[src/rtl/vga_timing_gen.sv]
// 640x480@60 VGA timing generator: issues pixel coordinates to a pixel source, then registers
// sync/blank/RGB one pixel later. Define VGA_TEST_PATTERN_EN to replace pix_R/G/B with colour bars.
module vga_timing_gen #(
    parameter int H_ACTIVE = 640,
    parameter int H_FP     = 16,
    parameter int H_SYNC   = 96,
    parameter int H_BP     = 48,
    parameter int V_ACTIVE = 480,
    parameter int V_FP     = 10,
    parameter int V_SYNC   = 2,
    parameter int V_BP     = 33
) (
    input  logic       clk,
    input  logic       reset_n,
    input  logic [9:0] pix_R,
    input  logic [9:0] pix_G,
    input  logic [9:0] pix_B,
    output logic [9:0] pix_x,
    output logic [9:0] pix_y,
    output logic       pix_req,
    output logic       frame_start,
    output logic       VGA_CLK,
    output logic       VGA_HS,
    output logic       VGA_VS,
    output logic       VGA_BLANK,
    output logic       VGA_SYNC,
    output logic [9:0] VGA_R,
    output logic [9:0] VGA_G,
    output logic [9:0] VGA_B
);

    localparam logic [9:0] H_ACT   = 10'(H_ACTIVE);
    localparam logic [9:0] V_ACT   = 10'(V_ACTIVE);
    localparam logic [9:0] H_LAST  = 10'(H_ACTIVE + H_FP + H_SYNC + H_BP - 1);
    localparam logic [9:0] V_LAST  = 10'(V_ACTIVE + V_FP + V_SYNC + V_BP - 1);
    localparam logic [9:0] HS_FST  = 10'(H_ACTIVE + H_FP);
    localparam logic [9:0] HS_LST  = 10'(H_ACTIVE + H_FP + H_SYNC - 1);
    localparam logic [9:0] VS_FST  = 10'(V_ACTIVE + V_FP);
    localparam logic [9:0] VS_LST  = 10'(V_ACTIVE + V_FP + V_SYNC - 1);

    logic       pe_q;
    logic       vga_clk_q;
    logic [9:0] h_cnt_q, h_cnt_d;
    logic [9:0] v_cnt_q, v_cnt_d;
    logic [9:0] pix_x_q, pix_y_q;
    logic       pix_req_q, pix_req_d;
    logic       frame_start_q, frame_start_d;
    logic       hs_q, hs_d;
    logic       vs_q, vs_d;
    logic       blank_q;
    logic [9:0] r_q, r_d;
    logic [9:0] g_q, g_d;
    logic [9:0] b_q, b_d;

    // Counters and stage 0 only move on pixel ticks (pe_q high).
    always_comb begin
        h_cnt_d       = h_cnt_q;
        v_cnt_d       = v_cnt_q;
        pix_req_d     = (h_cnt_q < H_ACT) && (v_cnt_q < V_ACT);
        frame_start_d = (h_cnt_q == 10'd0) && (v_cnt_q == 10'd0);
        if (pe_q) begin
            if (h_cnt_q == H_LAST) begin
                h_cnt_d = 10'd0;
                v_cnt_d = (v_cnt_q == V_LAST) ? 10'd0 : v_cnt_q + 10'd1;
            end else begin
                h_cnt_d = h_cnt_q + 10'd1;
            end
        end
    end

`ifdef VGA_TEST_PATTERN_EN
    localparam int BAR_W = H_ACTIVE / 8;
    logic [2:0] bar_c;

    // Smallest bar boundary above pix_x wins; yields colour code 7-k without a divider.
    always_comb begin
        bar_c = 3'd0;
        for (int k = 7; k >= 0; k--) begin
            if (pix_x_q < 10'((k + 1) * BAR_W)) bar_c = 3'(7 - k);
        end
    end
`endif

    always_comb begin
        hs_d = !((pix_x_q >= HS_FST) && (pix_x_q <= HS_LST));
        vs_d = !((pix_y_q >= VS_FST) && (pix_y_q <= VS_LST));
        r_d  = 10'd0;
        g_d  = 10'd0;
        b_d  = 10'd0;
        if (pix_req_q) begin
`ifdef VGA_TEST_PATTERN_EN
            r_d = {10{bar_c[2]}};
            g_d = {10{bar_c[1]}};
            b_d = {10{bar_c[0]}};
`else
            r_d = pix_R;
            g_d = pix_G;
            b_d = pix_B;
`endif
        end
    end

    always_ff @(posedge clk or negedge reset_n) begin
        if (!reset_n) begin
            pe_q          <= 1'b0;
            vga_clk_q     <= 1'b0;
            h_cnt_q       <= 10'd0;
            v_cnt_q       <= 10'd0;
            pix_x_q       <= 10'd0;
            pix_y_q       <= 10'd0;
            pix_req_q     <= 1'b0;
            frame_start_q <= 1'b0;
            hs_q          <= 1'b1;
            vs_q          <= 1'b1;
            blank_q       <= 1'b0;
            r_q           <= 10'd0;
            g_q           <= 10'd0;
            b_q           <= 10'd0;
        end else begin
            pe_q      <= ~pe_q;
            vga_clk_q <= ~pe_q;
            h_cnt_q   <= h_cnt_d;
            v_cnt_q   <= v_cnt_d;
            if (pe_q) begin
                // Stage 1 consumes stage 0's previous values before they are overwritten.
                hs_q          <= hs_d;
                vs_q          <= vs_d;
                blank_q       <= pix_req_q;
                r_q           <= r_d;
                g_q           <= g_d;
                b_q           <= b_d;
                pix_x_q       <= h_cnt_q;
                pix_y_q       <= v_cnt_q;
                pix_req_q     <= pix_req_d;
                frame_start_q <= frame_start_d;
            end
        end
    end

    assign pix_x       = pix_x_q;
    assign pix_y       = pix_y_q;
    assign pix_req     = pix_req_q;
    assign frame_start = frame_start_q;
    assign VGA_CLK     = vga_clk_q;
    assign VGA_HS      = hs_q;
    assign VGA_VS      = vs_q;
    assign VGA_BLANK   = blank_q;
    assign VGA_SYNC    = 1'b0;
    assign VGA_R       = r_q;
    assign VGA_G       = g_q;
    assign VGA_B       = b_q;

endmodule
[config.mk]
export PLATFORM = sky130hd
export DESIGN_NAME = vga_timing_gen
export DESIGN_NICKNAME = d
export VERILOG_FILES = /design/src/rtl/vga_timing_gen.sv
export SDC_FILE = /design/constraint.sdc
export NUM_CORES = 1
export LEC_CHECK = 0
export BUFFER_PORTS_ARGS = -buffer_cell sky130_fd_sc_hd__buf_2
export CORE_UTILIZATION = 26
export DETAILED_ROUTE_END_ITERATION = 8
export HOLD_SLACK_MARGIN = 0.08
export PLACE_DENSITY = 0.5
export SLEW_MARGIN = 20
export SYNTH_ARGS = -nofsm -noshare
export SYNTH_HDL_FRONTEND = slang
export SYNTH_SLANG_ARGS = --single-unit
[constraint.sdc]
create_clock -name clk -period 3 [get_ports clk]
set_input_delay 0.45 -clock clk [delete_from_list [all_inputs] [get_ports clk]]
set_output_delay 0.45 -clock clk [all_outputs]
set_load 0.005 [all_outputs]
### Yosys cells after proc, flatten, opt, wreduce, memory -nomap -nowiden

Cells that the tools add are included.

| word-level totals | value |
|---|---|
| bits in registers | 76 |

| cells by class | value |
|---|---|
| add/subtract/negate cells | 2 |
| $lt $le $gt $ge | 6 |
| eq/ne operators | 2 |
| mux-type cells | 5 |
| bitwise gates (word level) | 1 |
| reductions and logical operators | 9 |

Operator list:

| cell | number |
|---|---|
| two-way mux 10 bit | 5 |
| adder 10 x 1 -> 10 bit (second input constant) | 2 |
| == test 10 bit (second input constant) | 2 |
| logical NOT 10 bit | 2 |
| greater-or-equal comparator 10 bit (second input constant) | 1 |
| greater-or-equal comparator 10 x 9 -> 1 bit (second input constant) | 1 |
| less-or-equal comparator 10 bit (second input constant) | 1 |
| less-or-equal comparator 10 x 9 -> 1 bit (second input constant) | 1 |
| < comparator 10 bit (second input constant) | 1 |
| < comparator 10 x 9 -> 1 bit (second input constant) | 1 |
| logical AND 1 bit | 4 |
| logical NOT 1 bit | 2 |
| AND reduction 2 bit | 1 |
| inverter 1 bit | 1 |

### Logic depth before layout (Yosys ltp)

| logic depth | value |
|---|---|
| depth in word-level cells | 3 |
| depth in mapped cells | 6 |
| gate-level depth less buffers | 6 |

### Worst setup path before layout

OpenSTA, ideal clock, no wires.

| timing path | value |
|---|---|
| kind | register to register |
| start | register v_cnt_q[0] |
| end | register v_cnt_q[3] |
| setup time | 0.118 ns |
| arrival | 1.451 ns |
| required time | 2.882 ns |
| path slack | 1.431 ns |
| cell stages (with the launch flop) | 7 |
| cells stage by stage | dfrtp_1 -> inv_1 -> ha_1 -> nor4b_1 -> nand4_1 -> a21o_1 -> a21o_1 |

| on the way | value |
|---|---|
| longest elaborated chain between the ends | 2 |
| elaborated cells between the ends (all ways) | 3 |

Ends and longest elaborated chain:

| element | RTL line | text |
|---|---|---|
| start, declared | 44 | `logic [9:0] v_cnt_q, v_cnt_d;` |
| start signal, assigned | 123 | `v_cnt_q <= v_cnt_d;` |
| adder 10 x 1 -> 10 bit or == test 10 bit (tied branches) | 64 | `v_cnt_d = (v_cnt_q == V_LAST) ? 10'd0 : v_cnt_q + 10'd1;` |
| two-way mux 10 bit * | 64 |  |

Mark *: on every way between the ends. The rest lies on a longest branch, timed or not.
A chain may end at the register's enable or synchronous reset.

### Worst setup path after layout

| timing path | value |
|---|---|
| start | register vga_clk_q, in the netlist VGA_CLK |
| end | output port VGA_CLK |

RTL lines:

| element | RTL line | text |
|---|---|---|
| start, declared | 42 | `logic vga_clk_q;` |
| start signal, assigned | 121 | `vga_clk_q <= ~pe_q;` |
| end, declared | 22 | `output logic VGA_CLK,` |

No word-level cell between the ends.

==> run metrics <==
initial cell density of the core=27.1%; maximum vdd drop=0.249 mV; total leakage power=2.11 nW; reg2reg path depth=5; commonest non-fill, non-tap cells in the layout=buf_2, dfrtp_1, nand3_1; placed insts=546; Distinct cells, synth=42; 1st-iter DRT viols=154; FMAX=around 0.44 GHz; full die area=13200 um^2; WP buf/inv=2; Seq/Total Area, Yosys=57.6%; initial antenna violation count=0; area grow syn2layout=26.5%; Die Height=roughly 110 um; #FFs+latches synth=76; clk slew on worst S/H paths=60 ps; I/O pin cnt=89; worst path required time=~2600 ps; vias in the first global route=2289; Final Max Tran Viols=0; Worst path max stage delay=around 640 ps; skew final=5.32 ps; syn avg cell area=10.9 um^2; die span in x=around 110 um; mapped cell area=3310 um^2; CORE AREA=12200 um^2; Tightest Hold Check Type=input port to async pin; endpoints failing setup=0; dpl hpwl=around 5200 um; first-pass GRT wire length=12000 um; Worst-Skew Late Latency=330 ps; critical path's top delay family=buffers and inverters; antenna-violating nets left=0; total track usage=11.9%; Num CTS Buffers=9; Post-CTS Resized=0; routed vias=2491; outcome=finished clean; Cells after Synth=303; CP endpoint kind=primary output; Hold WS=147 ps; CTS tree=yes; grt total ovfl=0; Crit-path slowest cell=buf_4; Levels on crit path=2; Root Buffer=clkbuf_16; cts hold-fix bufs=0; Pwr per Cell Area=512 nW/um^2; Finished Layout Cells=~560; GPL Wtd Cong=0.783; Final Util=34.3%; Final period util=76.5%; final net count=425; setup TNS=0 ps; clock sink total=76; 1st-pass router iterations=4; drt wl/cell=13.5 um; ant diodes=0; Slew @ Worst Pin=717 ps; Arr. time, crit path=roughly 1800 ps; cell breakdown of the critical path=buf_4 > buf_2; Synth Flop Type=dfrtp_1; H-tree levels=3; min Tclk post-route=2290 ps; RSZ-0062 raised after global routing=no; Rows=40; Avg Vias per Cell=4.43; CP Class=flip-flop to primary output; most common cell after layout, fill and taps aside=buf_2; syn_nets=339; largest net degree at the start of global routing=approximately 80; final hold vios=0; clock buffer depth=2; Design Area, Final=4190 um^2; max cap viols=0; layout cells sized above 1=34.8%; Slew headroom=52.2%; count of buffers from port buffering=87; EDFF count, synth=0; DRT Wirelength=7590 um; Async SR Flop Fraction=between 90% and 100%; Setup Fix Bufs, Post-CTS=0; CP max FO=77; yosys warns=0; type of origin of the critical path=flip-flop; drt drc=0; dpl cell area=approximately 4000 um^2
-- report_power, final --
group          internal, mW  switching, mW
combinational        0.0420         0.0496
clock                 0.603          0.391
sequential             1.05        0.00932
total                  1.69          0.450
-- state kept, by name (all words and copies together) (netlist names) --
name and cells:
v_cnt_q 10, pix_req 1, VGA_HS 1, VGA_G 10
VGA_R 10, h_cnt_q 10, VGA_BLANK 1, pix_x 10
VGA_CLK 1, frame_start 1, VGA_VS 1, VGA_B 10
pix_y 10
-- cells in the mapped netlist (2+ instances only) --
library cell | instances | area (um^2)
buf_2 | 3 | 15.0
dfstp_2 | 2 | 52.6
nand2_1 | 8 | 30.0
buf_1 | 3 | 11.3
clkbuf_1 | 7 | 26.3
mux2_2 | 22 | 248
and4_2 | 2 | 20.0
nor3_1 | 4 | 20.0
nand3_1 | 40 | 200
nor3b_1 | 2 | 15.0
a31oi_1 | 2 | 12.5
and3_1 | 7 | 43.8
a21o_1 | 2 | 15.0
nand4_1 | 10 | 62.6
xor2_1 | 2 | 17.5
o21ai_1 | 2 | 10.0
xnor2_1 | 8 | 70.1
dfrtp_1 | 74 | 1850
nor4_1 | 2 | 12.5
inv_1 | 35 | 131
nor2_1 | 5 | 18.8
a21oi_1 | 3 | 15.0
ha_1 | 4 | 50.1
o21ai_0 | 36 | 180
-- path summary, 6_finish.rpt --
path                                              from                endpoint  slack [ps]
worst max-delay path                 VGA_CLK$_DFF_PN0_                 VGA_CLK         710
worst min-delay path                           reset_n    VGA_B[2]$_DFFE_PN0P_         150
worst min register to register      VGA_HS$_DFFE_PN1P_      VGA_HS$_DFFE_PN1P_         490
min in group clk                              pix_R[2]    VGA_R[2]$_DFFE_PN0P_         350
worst max register to register  h_cnt_q[0]$_DFFE_PN0P_  v_cnt_q[7]$_DFFE_PN0P_        1030
max in group asynchronous                      reset_n      VGA_HS$_DFFE_PN1P_        2150
-- final cells by class --
| class | count | area (um^2) |
|---|---|---|
| sequential | 76 | 1910 |
| clock buffer | 14 | 264 |
| clock inverter | 2 | 10.0 |
| tap | 168 | 210 |
| multi-input combinational | 176 | 1200 |
| inverter | 35 | 131 |
| fill | 1286 | 8030 |
| timing repair buffer | 91 | 468 |
-- per-stage QoR --
step / total power, mW / setup WS, ps
3_5_place_dp: 1.17 / 1030
5_1_grt: 2.24 / 580
3_3_place_gp: 1.17 / 1040
2_1_floorplan: 1.10 / 1430
6_report: 2.14 / 706
4_1_cts: 2.17 / 670
-- layer usage --
metal	up-vias	share of wire, %	GRT usage, %
li1	1217	-	-
met4	0	2.6	7.36
met5	-	0	0
met2	90	43	17.5
met1	1169	48	16.0
met3	15	6.2	2.58
-- kinds of logic after synthesis --
| family | Yosys count | share of synthesized area, % |
|---|---|---|
| other | 1 | 0.113 |
| adder cells (fa/ha/maj) | 4 | 1.51 |
| buffers and inverters | 51 | 6.28 |
| AND/OR/NAND/NOR | 88 | 15.4 |
| XOR/XNOR | 10 | 2.65 |
| flip-flops | 76 | 57.6 |
| AO/OA/AOI/OAI | 50 | 8.66 |
| multiplexers | 23 | 7.79 |
-- worst reg2reg max path, stage by stage, from the launching register on --
cell	delay [ps]
dfrtp_1	440
ha_1	330
nand4_4	160
nor3b_4	560
nand4_1	210
xnor2_1	170
Power figures use the tool's default switching activity.
